--- src/rtl/coin_return_dispenser.sv ---
// Coin-return dispenser: accepts a refund amount, pays it out greedily in 1000/500/100 coins
// from on-hand inventory, and drives the hopper one coin at a time with a valid/ack handshake.
module coin_return_dispenser #(
  parameter int CNT_W       = 8,
  parameter int INV_INIT    = 10,
  parameter int ACK_TIMEOUT = 16
) (
  input  logic             clk,
  input  logic             reset_n,
  input  logic             i_refund_valid,
  input  logic [31:0]      i_refund_amount,
  output logic             o_refund_ready,
  output logic [2:0]       o_hopper_coin,
  output logic             o_hopper_valid,
  input  logic             i_hopper_ack,
  input  logic             i_restock_valid,
  input  logic [2:0]       i_restock_coin,
  output logic [CNT_W-1:0] o_inv_1000,
  output logic [CNT_W-1:0] o_inv_500,
  output logic [CNT_W-1:0] o_inv_100,
  output logic             o_busy,
  output logic             o_done,
  output logic             o_error,
  output logic [31:0]      o_remainder
);

  typedef enum logic [2:0] {S_IDLE, S_SELECT, S_ISSUE, S_DONE, S_ERR} state_t;

  localparam int              TMR_W    = $clog2(ACK_TIMEOUT + 1);
  localparam logic [TMR_W-1:0] TMO_LAST = TMR_W'(ACK_TIMEOUT - 1);
  localparam logic [CNT_W-1:0] INV_RST  = CNT_W'(INV_INIT);
  localparam logic [CNT_W-1:0] INV_MAX  = '1;

  function automatic logic [31:0] coin_value(input logic [2:0] coin);
    case (coin)
      3'b100:  return 32'd1000;
      3'b010:  return 32'd500;
      3'b001:  return 32'd100;
      default: return 32'd0;
    endcase
  endfunction

  state_t           r_state, w_state_nxt;
  logic [31:0]      r_remaining, w_remaining_nxt;
  logic [31:0]      r_remainder, w_remainder_nxt;
  logic [2:0]       r_coin, w_coin_nxt;
  logic [TMR_W-1:0] r_timer, w_timer_nxt;
  logic [CNT_W-1:0] r_inv [3];   // index = coin bit: 0=100, 1=500, 2=1000
  logic [2:0]       w_pick;
  logic [2:0]       w_inc;
  logic [2:0]       w_dec;
  logic             w_ack;

  assign w_ack = (r_state == S_ISSUE) && i_hopper_ack;
  assign w_inc = (i_restock_valid && $onehot(i_restock_coin)) ? i_restock_coin : 3'b000;
  assign w_dec = w_ack ? r_coin : 3'b000;

  // Greedy choice from registered stock; later assignments override, so the largest coin wins.
  always_comb begin
    w_pick = 3'b000;
    if (r_remaining >= 32'd100  && r_inv[0] != '0) w_pick = 3'b001;
    if (r_remaining >= 32'd500  && r_inv[1] != '0) w_pick = 3'b010;
    if (r_remaining >= 32'd1000 && r_inv[2] != '0) w_pick = 3'b100;
  end

  always_comb begin
    // NOTE: every output of this block gets a default first, so no path can infer a latch.
    w_state_nxt     = r_state;
    w_remaining_nxt = r_remaining;
    w_remainder_nxt = r_remainder;
    w_coin_nxt      = r_coin;
    w_timer_nxt     = r_timer;
    case (r_state)
      S_IDLE: begin
        if (i_refund_valid) begin
          w_remaining_nxt = i_refund_amount;
          w_state_nxt     = S_SELECT;
        end
      end
      S_SELECT: begin
        if (r_remaining == 32'd0) begin
          w_state_nxt = S_DONE;
        end else if (w_pick == 3'b000) begin
          w_state_nxt = S_ERR;
        end else begin
          w_coin_nxt  = w_pick;
          w_timer_nxt = '0;
          w_state_nxt = S_ISSUE;
        end
      end
      S_ISSUE: begin
        if (i_hopper_ack) begin
          w_remaining_nxt = r_remaining - coin_value(r_coin);
          w_state_nxt     = S_SELECT;
        end else if (r_timer == TMO_LAST) begin
          w_state_nxt = S_ERR;
        end else begin
          w_timer_nxt = r_timer + 1'b1;
        end
      end
      S_DONE: begin
        w_remainder_nxt = 32'd0;
        w_state_nxt     = S_IDLE;
      end
      S_ERR: begin
        w_remainder_nxt = r_remaining;
        w_state_nxt     = S_IDLE;
      end
      default: w_state_nxt = S_IDLE;
    endcase
  end

  always_ff @(posedge clk or negedge reset_n) begin
    // NOTE: sequential state uses non-blocking assignments so every register samples pre-edge values.
    if (!reset_n) begin
      r_state     <= S_IDLE;
      r_remaining <= '0;
      r_remainder <= '0;
      r_coin      <= '0;
      r_timer     <= '0;
    end else begin
      r_state     <= w_state_nxt;
      r_remaining <= w_remaining_nxt;
      r_remainder <= w_remainder_nxt;
      r_coin      <= w_coin_nxt;
      r_timer     <= w_timer_nxt;
    end
  end

  // A restock and an ack-decrement of the same coin cancel; increments saturate at full scale.
  always_ff @(posedge clk or negedge reset_n) begin
    // NOTE: r_inv is a three-entry register bank, not a RAM, so it takes the reset value directly.
    if (!reset_n) begin
      for (int i = 0; i < 3; i++) r_inv[i] <= INV_RST;
    end else begin
      for (int i = 0; i < 3; i++) begin
        if (w_inc[i] && !w_dec[i] && r_inv[i] != INV_MAX) r_inv[i] <= r_inv[i] + 1'b1;
        else if (w_dec[i] && !w_inc[i])                   r_inv[i] <= r_inv[i] - 1'b1;
      end
    end
  end

  assign o_refund_ready = (r_state == S_IDLE);
  assign o_busy         = (r_state != S_IDLE);
  assign o_hopper_valid = (r_state == S_ISSUE);
  assign o_hopper_coin  = (r_state == S_ISSUE) ? r_coin : 3'b000;
  assign o_done         = (r_state == S_DONE);
  assign o_error        = (r_state == S_ERR);
  assign o_remainder    = (r_state == S_DONE) ? 32'd0 :
                          (r_state == S_ERR)  ? r_remaining : r_remainder;
  assign o_inv_1000     = r_inv[2];
  assign o_inv_500      = r_inv[1];
  assign o_inv_100      = r_inv[0];

endmodule

--- config.mk ---
export PLATFORM = sky130hd
export DESIGN_NAME = coin_return_dispenser
export DESIGN_NICKNAME = d
export VERILOG_FILES = /design/src/rtl/coin_return_dispenser.sv
export SDC_FILE = /design/constraint.sdc
export NUM_CORES = 1
export LEC_CHECK = 0
export ABC_AREA = 1
export CAP_MARGIN = 20
export CELL_PAD_IN_SITES_DETAIL_PLACEMENT = 1
export CELL_PAD_IN_SITES_GLOBAL_PLACEMENT = 2
export CORE_UTILIZATION = 38
export CTS_BUF_LIST = sky130_fd_sc_hd__clkbuf_4 sky130_fd_sc_hd__clkbuf_8
export DETAILED_ROUTE_END_ITERATION = 8
export DONT_BUFFER_PORTS = 1
export HOLD_SLACK_MARGIN = 0.06
export PLACE_DENSITY = 0.87
export SYNTH_ARGS = -nofsm -noshare
export SYNTH_HDL_FRONTEND = slang
export SYNTH_SLANG_ARGS = --single-unit
--- constraint.sdc ---
create_clock -name clk -period 3 [get_ports clk]
set_input_delay 0.6 -clock clk [delete_from_list [all_inputs] [get_ports clk]]
set_output_delay 0.6 -clock clk [all_outputs]
set_load 0.005 [all_outputs]
Word level (Yosys, flattened, before mapping)
Cells that the tools add are included.
{ "totals": {"regBits": 99, "word_cells": 111, "inputBits": 40, "out_inout_bits": 64} }
{ "op_classes": {"n_reduce_logical": 37, "n_bitwise": 2, "n_eq_ne": 19, "add_sub_neg": 10, "n_lt_le_gt_ge": 3, "n_mux": 32} }
{ "ops": {"columns": ["operator", "count"], "rows": [
  ["2-to-1 mux 32 bit", 6],
  ["one-hot mux 32 bit (2 select lines)", 2],
  ["2-to-1 mux 8 bit", 6],
  [">= comparator 32 x 10 -> 1 bit, second input constant", 1],
  [">= comparator 32 x 7 -> 1 bit, second input constant", 1],
  [">= comparator 32 x 9 -> 1 bit, second input constant", 1],
  ["logical NOT 32 bit", 1],
  ["subtractor 32 bit", 1],
  ["one-hot mux 10 bit (3 select lines)", 1],
  ["2-to-1 mux 3 bit", 9],
  ["adder 8 x 1 -> 8 bit, second input constant", 3],
  ["!= test 8 bit, second input constant", 3],
  ["nonzero test 8 bit", 3],
  ["subtractor 8 x 1 -> 8 bit, second input constant", 3],
  ["2-to-1 mux 5 bit", 4],
  ["logical AND 1 bit", 14],
  ["nonzero test 2 bit", 6],
  ["!= test 2 bit, second input constant", 5],
  ["one-hot mux 5 bit (2 select lines)", 1],
  ["equality test 3 x 2 -> 1 bit, second input constant", 3],
  ["one-hot mux 3 bit (3 select lines)", 1],
  ["equality test 3 x 1 -> 1 bit, second input constant", 2],
  ["equality test 3 bit, second input constant", 2],
  ["logical NOT 1 bit", 6],
  ["other kinds (15)", 18]
]} }

Logic depth before layout (Yosys ltp)
{ "logic_depth": {"word_depth": 9, "ltp_mapped": 17, "ltp_nobuf": 17} }

Least setup slack after synthesis
OpenSTA, ideal clock, no wires.
{ "synth_path": {"kind": "in2reg", "start": "in i_restock_coin[0]", "end": "reg r_inv (netlist bit o_inv_1000[7])", "path_stages": 12, "required_time_ns": 2.876, "t_arrival_ns": 2.837, "setup_time_ns": 0.124, "n_path_buf": 0, "path_slack_ns": 0.039, "path_cell_list": "inv_1 -> fa_1 -> nor2_1 -> inv_1 -> nor2_1 -> o211ai_2 -> ha_1 -> a21oi_1 -> o311ai_0 -> nand2_1 -> o211ai_1 -> nand2_1"} }
{ "synth_via": {"elab_chain_len": 8, "elab_cells_between_ends": 11, "classes_between": "add/sub: 2; eq/ne: 1; mux: 2; reduce/logical: 6"} }
{ "synth_lines": {"columns": ["item", "line_no", "source"], "rows": [
  ["start, declared", "17", "input logic [2:0] i_restock_coin,"],
  ["adder 1 x 1 -> 2 bit (implied by the code) (*)", "55", "assign w_inc = (i_restock_valid && $onehot(i_restock_coin)) ? i_restock_coin : 3'b000;"],
  ["adder 2 x 1 -> 2 bit (implied by the code) (*)", "55", null],
  ["equality test 2 x 1 -> 1 bit (*)", "55", null],
  ["logical AND 1 bit (*)", "55", null],
  ["2-to-1 mux 3 bit (*)", "55", null],
  ["logical AND 1 bit or logical NOT 1 bit (tied branches)", "137, 138", null],
  ["logical AND 1 bit (on tied branches)", "137, 138", null],
  ["2-to-1 mux 8 bit or nonzero test 2 bit (tied branches)", null, null],
  ["end signal, assigned by index", "138", "else if (w_dec[i] && !w_inc[i]) r_inv[i] <= r_inv[i] - 1'b1;"],
  ["end, declared", "48", "logic [CNT_W-1:0] r_inv [3];"]
]} }
Every way passes the cells marked *; elsewhere a longest branch is shown, timed or not.
A chain may end at the register's enable or synchronous reset.

Final worst setup path
{ "layout_path": {"start": "reg r_coin[0]", "end": "reg r_remaining[30]"} }
{ "layout_via": {"elab_chain_len": 7, "elab_cells_between_ends": 9, "classes_between": "add/sub: 1; eq/ne: 3; mux: 5"} }
{ "layout_lines": {"columns": ["item", "line_no", "source"], "rows": [
  ["start, declared", "46", "logic [2:0] r_coin, w_coin_nxt;"],
  ["start signal, assigned", "125", "r_coin <= w_coin_nxt;"],
  ["equality test 3 x 1 -> 1 bit, or another cell as far along", "35", "case (coin)"],
  ["one-hot mux 10 bit (3 select lines) (*)", "35", null],
  ["2-to-1 mux 32 bit (*)", "92", "if (i_hopper_ack) begin"],
  ["2-to-1 mux 32 bit (*)", "73", "case (r_state)"],
  ["subtractor 32 bit (*)", "93", "w_remaining_nxt = r_remaining - coin_value(r_coin);"],
  ["2-to-1 mux 32 bit (*)", "92", null],
  ["one-hot mux 32 bit (2 select lines) (*)", "73", null],
  ["end signal, assigned", "123", "r_remaining <= w_remaining_nxt;"],
  ["end, declared", "44", "logic [31:0] r_remaining, w_remaining_nxt;"]
]} }
Every way passes the cells marked *; elsewhere a longest branch is shown, timed or not. The select of a mux whose other input is x is not followed.

==> flow_summary_export.csv <==
group,metric,value,unit
synthesis,synth_area_leaders,"dfrtp_1 (35%), nand2_1 (11%), o21ai_0 (6.8%)",
global_routing,grt_use_total,23.8,%
global_routing,grt_max_degree,100,
drt,drc_errors,0,
clocking,clk-insertion-delay-late,0.39,ns
drt,vias,6245,
synthesis,synth_edf_count,0,
sta,period_minus_slack,2.82,ns
critical_path,crit_top_cell,"nand2_1",
floorplanning,io_pins,104,
synthesis,synthTopCellsByCount,"nand2_1 (198), nor2_1 (97), dfrtp_1 (93), inv_1 (93), o21ai_0 (91)",
critical_path,worstPathMaxFanout,6,
drt,avgRoutedWirePerCell,17.6,um
floorplanning,initial_core_util,38.8,%
drt,ant_nets,0,
critical_path,crit_arrival,3.10,ns
power,powerDensity,1140,nW/um^2
critical_path,rrSetupSlack,0.18,ns
sta,fin_crit_sh,94.1,%
sta,fmax,0.354,GHz
critical_path,endpoint_kind,"register",
floorplanning,core-area,17300,sq um
synthesis,synth_top_area_share,34.7,%
synthesis,syn_inst,919,
power,p_leak,3.50,nW
global_routing,first_global_vias,6327,
synthesis,synth_ff_type,"dfrtp_1",
cells_and_area,drive_gt1_share,10.4,%
sta,skew,0.0103,ns
floorplanning,die_width,135,um
run_status,status,"finished, final reports clean",
global_routing,grt_overflow,0,
global_routing,grt_pass1_wl,33.7,mm
sta,finalSetupViolCount,0,
cells_and_area,fin_nets,1008,
drt,drt_wl_total,20.5,mm
synthesis,yosysSeqAreaShare,37.0,%
flow_run,max-cap-violations,0,
clocking,clkTransAtPathRegs,0.11,ns
synthesis,yosysMostFrequentCell,"nand2_1",
synthesis,ys_ff_latch,99,
synthesis,syn-num-nets,992,
critical_path,worstSetupPathType,"register to register",
floorplanning,placementRows,48,
placement,hpwl,15.5,mm
placement,post-place-ws,-0.180,ns
synthesis,syn_avg_cell_area,7.30,sq um
min_path,hp-class,"primary input to asynchronous set/reset pin",
sta,slew_headroom,53.2,%
clocking,cts_buffer_depth,2,
sta,fin_ws,0.176,ns
drt,first_pass_iters,5,
synthesis,yosys.area.top_type,"dfrtp_1",
synthesis,syn_area,6710,sq um
floorplanning,die-area,18200,sq um
floorplanning,chipHeight,135,um
critical_path,crit_buf_inv,1,
global_routing,antenna_found_initial,1,
drt,via_per_inst,5.36,
sta,rsz0062_at_grt,"false",
clocking,cts_max_level,3,
critical_path,slowest_delay,0.45,ns
critical_path,cp-start-kind,"register",
sta,drv_slew,0,
synthesis,ys_async_sr_fraction,100,%
cells_and_area,final_cells,1166,
cells_and_area,fin_util,42.9,%
critical_path,cp_slowest_cell,"dfrtp_1",
clocking,tritoncts,"built",
sta,hold_viol,0,
placement,place_inst,1148,
sta,worst_slew_pin_slew,0.697,ns
placement,portBuffers,0,
placement,gp_congestion,0.881,
drt,first_iter_violations,389,
critical_path,required,3.28,ns
synthesis,synth_cell_type_count,46,
critical_path,crit_family,"simple AND/OR/NAND/NOR gates",
critical_path,path_cells,"nor3_1 -> inv_1 -> o21ai_0 -> nor2_1 -> ha_1 -> a21oi_1 -> o21ai_1 -> nand2_1 -> nand2_1 -> nor2_2 -> a21oi_1 -> o21ai_0 -> nand2_1",
clocking,cts_root_buffer,"clkbuf_8",
clocking,post_cts_buffers,0,
clocking,cts.sinks,99,
power,peakVddDrop,0.000360,V
cells_and_area,synthToLayoutAreaGrowth,10.4,%
cells_and_area,nFillCells,2261,
clocking,cts_made_buffers,9,
synthesis,yosys_warnings,0,
[layout make-up]
class                           count  area [sq um]  share of cell area (%)
Multi-Input combinational cell    691          3710                    50.1
Timing Repair Buffer               35           308                    4.15
Inverter                           99           373                    5.03
Antenna cell                        1          2.50                  0.0338
Sequential cell                    99          2480                    33.5
Clock inverter                      6           111                    1.50
Tap cell                          225           282                    3.80
Clock buffer                       10           138                    1.86
[layer usage]
metal	global-route usage, %	wire length (um)
met3	3.23	716
met5	0	0
met1	34.4	10300
met2	36.9	9160
met4	7.18	316
[sequential cells by signal, indices dropped and copies added (netlist names)]
name	cells
r_remainder	32
r_remaining	32
o_inv_1000	8
o_inv_100	8
o_inv_500	8
r_timer	5
r_coin	3
r_state	3
[worst reg2reg max path, stage by stage (launching register included)]
cell,delay (ns)
dfrtp_1,0.45
nor3_1,0.29
inv_1,0.10
o21ai_0,0.14
nor2_1,0.11
ha_1,0.34
a21oi_1,0.14
o21ai_1,0.10
nand2_1,0.07
nand2_1,0.20
nor2_2,0.33
a21oi_1,0.11
o21ai_0,0.25
nand2_1,0.09
[cells in the final DEF, fill, tap and decap left out, types with 4 or more instances in the layout]
master / instances
a21oi_1: 35
buf_4: 32
clkbuf_8: 10
dfrtp_1: 93
dfstp_2: 6
fa_1: 5
ha_1: 28
inv_1: 93
inv_2: 5
nand2_1: 197
nand2_2: 6
nand3_1: 87
nand4_1: 19
nor2_1: 96
nor2_2: 6
nor2_4: 5
nor3_1: 13
o211ai_1: 8
o21a_1: 6
o21ai_0: 91
o21ai_1: 27
o21ai_2: 4
o22ai_1: 8
xnor2_1: 7
xor2_1: 17
[final timing paths]
path / startpoint / endpoint / depth (start not counted)
min in group clk: i_refund_amount[1] / r_remaining[1] / 2
max reg2reg: r_coin[0] / r_remaining[30] / 13
max: r_coin[0] / r_remaining[30] / 13
max in group asynchronous: reset_n / r_remaining[27] / 1
min reg2reg: r_remainder[1] / r_remainder[1] / 2
min: reset_n / o_inv_1000[2] / 1
[cell families after synthesis]
logic type | after synthesis | synth area share (%)
multiplexers | 1 | 0.168
adder cells (fa/ha/maj) | 33 | 6.71
AO/OA/AOI/OAI | 187 | 15.5
AND/OR/NAND/NOR | 446 | 29.7
XOR/XNOR | 24 | 3.13
flip-flops | 99 | 37.0
buffers and inverters | 129 | 7.74
[repair_timing]
action                                  CTS  global route
endpoints found under the hold margin    99             0
resized for setup                         0             2
hold buffers                              1             0
endpoints found under the setup margin    0             2
[power by group]
part | switching, mW | leakage (nW) | internal (mW)
registers | 0.657 | 1.24 | 1.93
logic | 3.06 | 2.13 | 1.70
clock network | 0.535 | 0.123 | 0.579
total | 4.25 | 3.50 | 4.20
[per-stage QoR]
step	total power, mW	TNS (ns)	instance area, sq um	hold WS (ns)
after floorplan	5.83	0	6710	0.304
after global placement	7.20	-0.0429	7130	0.307
after detailed placement	7.35	-0.911	7130	0.307
after CTS	8.52	0	7410	0.156
after global routing	9.32	0	7410	0.148
final	8.46	0	7410	0.135
Note: power is estimated with default switching activity, not from simulation.
